### config.mk
export PLATFORM = sky130hd
export DESIGN_NAME = alu_seq
export DESIGN_NICKNAME = d
export VERILOG_FILES = /design/src/rtl/alu_seq.sv
export SDC_FILE = /design/constraint.sdc
export NUM_CORES = 1
export LEC_CHECK = 0
export BUFFER_PORTS_ARGS = -buffer_cell sky130_fd_sc_hd__buf_2
export CORE_MARGIN = 2
export CORE_UTILIZATION = 40
export CTS_CLUSTER_DIAMETER = 50
export DETAILED_ROUTE_END_ITERATION = 6
export SLEW_MARGIN = 10
export SYNTH_ARGS = -nofsm -noshare
export SYNTH_HDL_FRONTEND = slang
export SYNTH_SLANG_ARGS = --single-unit
export TNS_END_PERCENT = 100
### constraint.sdc
create_clock -name clk -period 4.02 [get_ports clk]
set_clock_uncertainty 0.05 [all_clocks]
set_input_delay 1.005 -clock clk [delete_from_list [all_inputs] [get_ports clk]]
set_output_delay 1.005 -clock clk [all_outputs]
set_load 0.1 [all_outputs]
### src/rtl/alu_seq.sv
// rtl/alu_seq.sv - multi-cycle 8-op ALU with valid/ready handshake and shift-add mul / restoring div
// Optional feature macro: ALU_SEQ_REMAINDER_EN (drives r with the division remainder)
module alu_seq #(
    parameter int DATA_WIDTH = 16
) (
    input  logic                  clk,
    input  logic                  rst_n,
    input  logic                  in_valid,
    output logic                  in_ready,
    input  logic [2:0]            oc,
    input  logic [DATA_WIDTH-1:0] a,
    input  logic [DATA_WIDTH-1:0] b,
    output logic                  out_valid,
    input  logic                  out_ready,
    output logic [DATA_WIDTH-1:0] f,
    output logic [DATA_WIDTH-1:0] r,
    output logic [4:0]            flags
);

    localparam int CW = (DATA_WIDTH > 2) ? $clog2(DATA_WIDTH) : 1;
    localparam logic [CW-1:0] LAST_ITER = CW'(DATA_WIDTH - 1);

    localparam logic [2:0] OC_ADD = 3'b000;
    localparam logic [2:0] OC_SUB = 3'b001;
    localparam logic [2:0] OC_MUL = 3'b010;
    localparam logic [2:0] OC_DIV = 3'b011;
    localparam logic [2:0] OC_NOT = 3'b100;
    localparam logic [2:0] OC_XOR = 3'b101;
    localparam logic [2:0] OC_OR  = 3'b110;
    localparam logic [2:0] OC_AND = 3'b111;

    typedef enum logic [1:0] {
        IDLE,
        BUSY,
        DONE
    } state_t;

    state_t                  state;
    logic [CW-1:0]           count;
    logic                    op_mul;
    logic [DATA_WIDTH-1:0]   opa;
    logic [DATA_WIDTH-1:0]   opb;
    // hi: upper product half (mul) or partial remainder (div)
    // lo: multiplier being shifted out (mul) or dividend/quotient (div)
    logic [DATA_WIDTH-1:0]   hi;
    logic [DATA_WIDTH-1:0]   lo;
    logic [DATA_WIDTH-1:0]   f_q;
    logic [4:0]              flags_q;

    logic [DATA_WIDTH:0]     add_sum;
    logic [DATA_WIDTH-1:0]   sc_f;
    logic                    sc_cy;
    logic                    starts_iter;

    logic [DATA_WIDTH:0]     mul_sum;
    logic [DATA_WIDTH:0]     div_sh;
    logic                    div_ge;
    logic [DATA_WIDTH-1:0]   div_diff;
    logic [DATA_WIDTH-1:0]   hi_n;
    logic [DATA_WIDTH-1:0]   lo_n;

    assign in_ready  = (state == IDLE);
    assign out_valid = (state == DONE);
    assign f         = f_q;
    assign flags     = flags_q;

    // Single-cycle results straight from the presented operands (only used on the accept edge)
    always_comb begin
        add_sum     = {1'b0, a} + {1'b0, b};
        sc_f        = '0;
        sc_cy       = 1'b0;
        starts_iter = (oc == OC_MUL) || ((oc == OC_DIV) && (b != '0));
        case (oc)
            OC_ADD: begin
                sc_f  = add_sum[DATA_WIDTH-1:0];
                sc_cy = add_sum[DATA_WIDTH];
            end
            OC_SUB: begin
                sc_f  = a - b;
                sc_cy = (a < b);
            end
            OC_DIV:  sc_f = '1;
            OC_NOT:  sc_f = ~a;
            OC_XOR:  sc_f = a ^ b;
            OC_OR:   sc_f = a | b;
            OC_AND:  sc_f = a & b;
            default: sc_f = '0;
        endcase
    end

    // One shift-add (mul) or restoring-subtract (div) step on the hi/lo pair
    always_comb begin
        mul_sum  = {1'b0, hi} + (lo[0] ? {1'b0, opa} : '0);
        div_sh   = {hi, lo[DATA_WIDTH-1]};
        div_ge   = (div_sh >= {1'b0, opb});
        div_diff = div_sh[DATA_WIDTH-1:0] - opb;
        if (op_mul) begin
            hi_n = mul_sum[DATA_WIDTH:1];
            lo_n = {mul_sum[0], lo[DATA_WIDTH-1:1]};
        end else begin
            hi_n = div_ge ? div_diff : div_sh[DATA_WIDTH-1:0];
            lo_n = {lo[DATA_WIDTH-2:0], div_ge};
        end
    end

`ifdef ALU_SEQ_REMAINDER_EN
    logic [DATA_WIDTH-1:0] r_q;

    // Remainder output register: a on div-by-zero, final partial remainder on div, else 0
    always_ff @(posedge clk or negedge rst_n) begin
        if (!rst_n) begin
            r_q <= '0;
        end else if (state == IDLE && in_valid && !starts_iter) begin
            r_q <= (oc == OC_DIV) ? a : '0;
        end else if (state == BUSY && count == LAST_ITER) begin
            r_q <= op_mul ? '0 : hi_n;
        end
    end

    assign r = r_q;
`else
    assign r = '0;
`endif

    // Control FSM with registered result and flags
    always_ff @(posedge clk or negedge rst_n) begin
        if (!rst_n) begin
            state   <= IDLE;
            count   <= '0;
            op_mul  <= 1'b0;
            opa     <= '0;
            opb     <= '0;
            hi      <= '0;
            lo      <= '0;
            f_q     <= '0;
            flags_q <= '0;
        end else begin
            case (state)
                IDLE: begin
                    if (in_valid) begin
                        if (starts_iter) begin
                            state  <= BUSY;
                            count  <= '0;
                            op_mul <= (oc == OC_MUL);
                            opa    <= a;
                            opb    <= b;
                            hi     <= '0;
                            lo     <= (oc == OC_MUL) ? b : a;
                        end else begin
                            state   <= DONE;
                            f_q     <= sc_f;
                            flags_q <= {(oc == OC_DIV), 1'b0, sc_cy,
                                        sc_f[DATA_WIDTH-1], (sc_f == '0)};
                        end
                    end
                end
                BUSY: begin
                    hi <= hi_n;
                    lo <= lo_n;
                    if (count == LAST_ITER) begin
                        state   <= DONE;
                        count   <= '0;
                        f_q     <= lo_n;
                        flags_q <= {1'b0, op_mul & (hi_n != '0), 1'b0,
                                    lo_n[DATA_WIDTH-1], (lo_n == '0)};
                    end else begin
                        count <= count + 1'b1;
                    end
                end
                DONE: begin
                    if (out_ready) begin
                        state <= IDLE;
                    end
                end
                default: state <= IDLE;
            endcase
        end
    end

endmodule

---- Yosys cells after proc, flatten, opt, wreduce, memory -nomap -nowiden ----
Index checks and enable logic that the tools add are counted.
storage, ports and cells
  register bits ........................... 92
  input bits .............................. 39
operators by class
  magnitude comparators ................... 2
  eq/ne operators ......................... 15
  reductions and logical operators ........ 13
  add/sub/neg operators ................... 5
  multiplexer cells ....................... 30
  bitwise gates (word level) .............. 5
operator list
  cell                   number
  $mux W16               12
  $pmux W16 S7           1
  $pmux W16 S2           3
  $add A16 B16 Y17       2
  $logic_not A16 Y1      2
  $reduce_bool A16 Y1    2
  $sub A16 B16 Y16       2
  $ge A17 B16 Y1         1
  $and A16 B16 Y16       1
  $lt A16 B16 Y1         1
  $not A16 Y16           1
  $or A16 B16 Y16        1
  $xor A16 B16 Y16       1
  $mux W5                3
  $eq A3 B3 Y1 const B   4
  $mux W4                3
  $pmux W5 S2            1
  $reduce_and A3 Y1      3
  $mux W2                4
  $pmux W4 S2            1
  $eq A3 B2 Y1 const B   2
  $ne A2 B2 Y1 const B   3
  $pmux W2 S3            1
  $add A4 B1 Y4 const B  1
  other kinds (13)       14

---- Longest topological paths before layout ----
  depth after elaboration ................. 7
  depth in mapped cells ................... 15

---- Least setup slack after synthesis ----
Ideal clock, no wire load.
  kind .................................... input -> register
  start ................................... in a[4]
  end ..................................... reg flags_q[0], in the netlist flags[0]
  path buffers ............................ 1
  data required time ...................... 3.867 ns
  setup slack ............................. 0.494 ns
  cell stages on the path ................. 11
  data arrival time ....................... 3.373 ns
  path through ............................ inv_1 -> ha_1 -> buf_2 -> and3_1 -> a211o_1 -> a311oi_2 -> a31oi_1 -> a31o_1 -> and3_1 -> or3_4 -> o41ai_2
between the ends
  cells in the longest elaborated chain, start to end .. 6
  elaborated cells on any way between the ends .. 11
  classes of those cells .................. add/sub: 2; mux: 4; bitwise: 4; reduce/logical: 1
ends and longest elaborated chain
  what                                      line  RTL
  start: declaration                        11    input logic [DATA_WIDTH-1:0] a,
  $sub A16 B16 Y16 (tied with other cells)  79    sc_f = a - b;
  $pmux W16 S7 *                            73    case (oc)
  $logic_not A16 Y1 *                       153   sc_f[DATA_WIDTH-1], (sc_f == '0)};
  $mux W5 *                                 141   if (starts_iter) begin
  $mux W5 *                                 140   if (in_valid) begin
  $pmux W5 S2 *                             138   case (state)
  end signal: assignment                    152   flags_q <= {(oc == OC_DIV), 1'b0, sc_cy,
  end signal: assignment                    164   flags_q <= {1'b0, op_mul & (hi_n != '0), 1'b0,
  end: declaration                          48    logic [4:0] flags_q;
Mark *: on every way between the ends. The rest lies on a longest branch, timed or not. The select of a mux whose other input is x is not followed.
A chain may end at the register's enable or synchronous reset.

---- Final worst setup path ----
Same ends and word-level chain as after synthesis.

==> results.tsv <==
metric	value	unit
slew_viol_final	0	
grt_max_degree	66	
syn_to_final_growth	12.16	%
wirelength	26.60	mm
met2_usage	38.42	%
worst_slew_pin_slew	719.1	ps
cts-htree-levels	3	
async_flop_share	100.0	%
synth-seq-cells	91	
cp-start-kind	input port	
yosysTopAreaCell	dfrtp_1	
p_leak	4.664	nW
ys_types	78	
vias	8232	
synth_top_area_share	26.28	%
clock_latency	350	ps
worstPathArrival	3930	ps
max_freq	267.9	MHz
grt_pass1_vias	7609	
start_util	40.96	%
gp_congestion	0.9346	
max_slew_margin	52.06	%
stdcell_area	9718	sq um
dpl_cell_area	9433	sq um
swShare	52.46	%
antenna_found_initial	0	
grtUsageMet3	2.380	%
die_w	151.2	microns
p_int	3.253	mW
design.core.area	21150	sq um
netlist_area	8665	sq um
cap_violations	0	
grt_pass1_wl	42.08	mm
rows	53	
num_antenna_cells	0	
nNetsFinal	1307	
setup_viol	0	
drc	0	
track_usage	23.95	%
crit_type	input port to flop	
status	complete, no violations	
drt_pass1_iterations	5	
drive_above_1_share	13.84	%
rsz0062_at_grt	false	
met1_usage	33.68	%
cts_tree	yes	
numCtsBuffers	9	
dieArea	22860	sq um
p_clk_share	12.1	%
combPwrFrac	64.2	%
cp-end-kind	flop	
clkSinkCount	91	
finalCritPeriodShare	92.85	%
hp-class	flop to flop	
placedCellCount	1444	
wire_per_inst	18.22	microns
synth_cells	1114	
p_sw	3.589	mW
cts-hold-fix-buffers	0	
synth-warning-count	0	
syn_area_per_cell	7.778	sq um
synth_enable_flop_cells	0	
pin_count	78	
irDropWorstVdd	0.3360	mV
crit_fanout	6	
drt-initial-drc-count	605	
port_buffers	61	
via_per_inst	5.638	
synthTopCellsByArea	dfrtp_1 (26%), ha_1 (12%), o21ai_0 (7.3%), a21oi_1 (5.3%), nand2_1 (4.9%)	
hold_viol	0	
dp_hpwl	21.25	mm
ctsRootBufferMaster	clkbuf_16	
grt.busiest_layer	met2	
clk_pin_slew	70	ps
ys_dominant_reg_cell	dfrtp_1	
cts_setup_buffers	0	
grt_overflow	0	
seqPwrFrac	23.7	%
dieHeight	151.2	microns
p_per_area	704.0	nW/um^2
seq_area_frac_synth	26.28	%
drtAntennaViolNets	0	
tns	0	ps
required	4220	ps
cts.repair.resized	0	
cts.path.max_buffers	2	
layoutNonFillerInstCount	1460	
fin_crit	3732	ps
==> layout by cell type (no fill, tap or decap), types with 13 or more instances in the layout <==
cell and instances:
nor3_1 14, and2_1 19, a21o_1 18, inv_1 74, buf_4 55, o211ai_1 13, a21oi_1 92, buf_2 60
nor2b_1 13, nand3_1 26, dfrtp_1 91, conb_1 16, o21ai_0 127, ha_1 84, o221ai_1 13, nand2_1 112
mux2_2 13, xnor2_1 20, mux2i_1 15, a211oi_1 15, nor2_1 103
==> cells by family (layout without fill, tap and decap cells) <==
group / Yosys count / after routing / share of synthesized area (%)
multiplexers: 29 / 29 / 3.682
adder cells (fa/ha/maj): 88 / 88 / 13.05
AND/OR/NAND/NOR: 346 / 346 / 18.77
buffers and inverters: 153 / 209 / 7.581
flip-flops: 91 / 91 / 26.28
AO/OA/AOI/OAI: 375 / 375 / 27.45
other: 1 / 16 / 0.04328
XOR/XNOR: 31 / 31 / 3.134
==> registers in the layout (all words and copies together), names as in the netlist, 2 cells and up <==
| name | flops |
|---|---|
| hi | 16 |
| state | 2 |
| opb | 16 |
| count | 4 |
| opa | 16 |
| lo | 16 |
| flags | 5 |
| f | 15 |
==> worst paths after layout <==
kind / slack (ps) / cells after the start / from / endpoint
setup / recovery: 290 / 14 / a[4] / flags[0]
setup reg to reg: 340 / 14 / lo[0] / flags[3]
hold reg to reg: 420 / 2 / opa[6] / opa[6]
max in group asynchronous: 2530 / 2 / rst_n / lo[2]
min in group asynchronous: 610 / 1 / rst_n / flags[3]
hold / removal: 420 / 2 / opa[6] / opa[6]
==> synthesized netlist by cell type (all sizes together) (8+ instances only) <==
| cell type | count |
|---|---|
| o21ai | 131 |
| xnor2 | 20 |
| nor3 | 14 |
| nor2 | 103 |
| mux2i | 15 |
| a211oi | 15 |
| dfrtp | 91 |
| o211ai | 14 |
| o21a | 12 |
| o221ai | 14 |
| mux2 | 13 |
| xor2 | 11 |
| nand2 | 113 |
| nor2b | 14 |
| clkbuf | 46 |
| and2 | 19 |
| o21bai | 8 |
| inv | 74 |
| buf | 30 |
| nand3 | 26 |
| a21o | 18 |
| a21oi | 92 |
| nand2b | 10 |
| ha | 84 |
==> final cells by class <==
type                       instances  area, sq um
clock buffer                      10        239.0
clock inverter                     6        46.29
fill                            2131        11440
inverter                          77        289.0
multi-input combinational        885         5789
sequential                        91         2277
tap                              275        344.1
timing repair buffer             116        733.2
==> stage by stage <==
step	util, %	hold WS (ps)	total power, mW	setup WS (ps)
finish	45.94	424.0	6.842	287.6
global route	45.94	446.7	7.352	72.46
CTS	45.94	429.2	6.844	319.5
detailed placement	44.59	413.8	5.994	14.72
global placement	44.59	405.1	5.972	99.64
floorplan	-	391.8	4.896	493.8
==> worst max-delay path, cell delays in order <==
cell and delay, ps:
buf_2 120, inv_1 70, ha_1 370, buf_4 170
nor2_1 130, o211ai_1 150, nand3_1 130, nand2_1 80
o41ai_1 550, a211oi_1 210, a21oi_1 220, xnor2_1 130
o21ai_0 190, o41ai_2 390
==> power groups by stage <==
| stage | Combinational [mW] | Clock (mW) | Sequential (mW) |
|---|---|---|---|
| CTS | 4.38 | 0.844 | 1.62 |
| global route | 4.80 | 0.872 | 1.68 |
| finish | 4.39 | 0.827 | 1.62 |
| detailed placement | 4.36 | 0 | 1.64 |
| global placement | 4.34 | 0 | 1.63 |
| floorplan | 2.76 | 0 | 2.14 |
==> layer usage <==
layer,vias to the layer above,wire (microns)
met5,-,0
met4,0,728
met3,35,1361
met2,242,12270
met1,3867,12230
li1,4088,-
(Power assumes the default switching activity.)
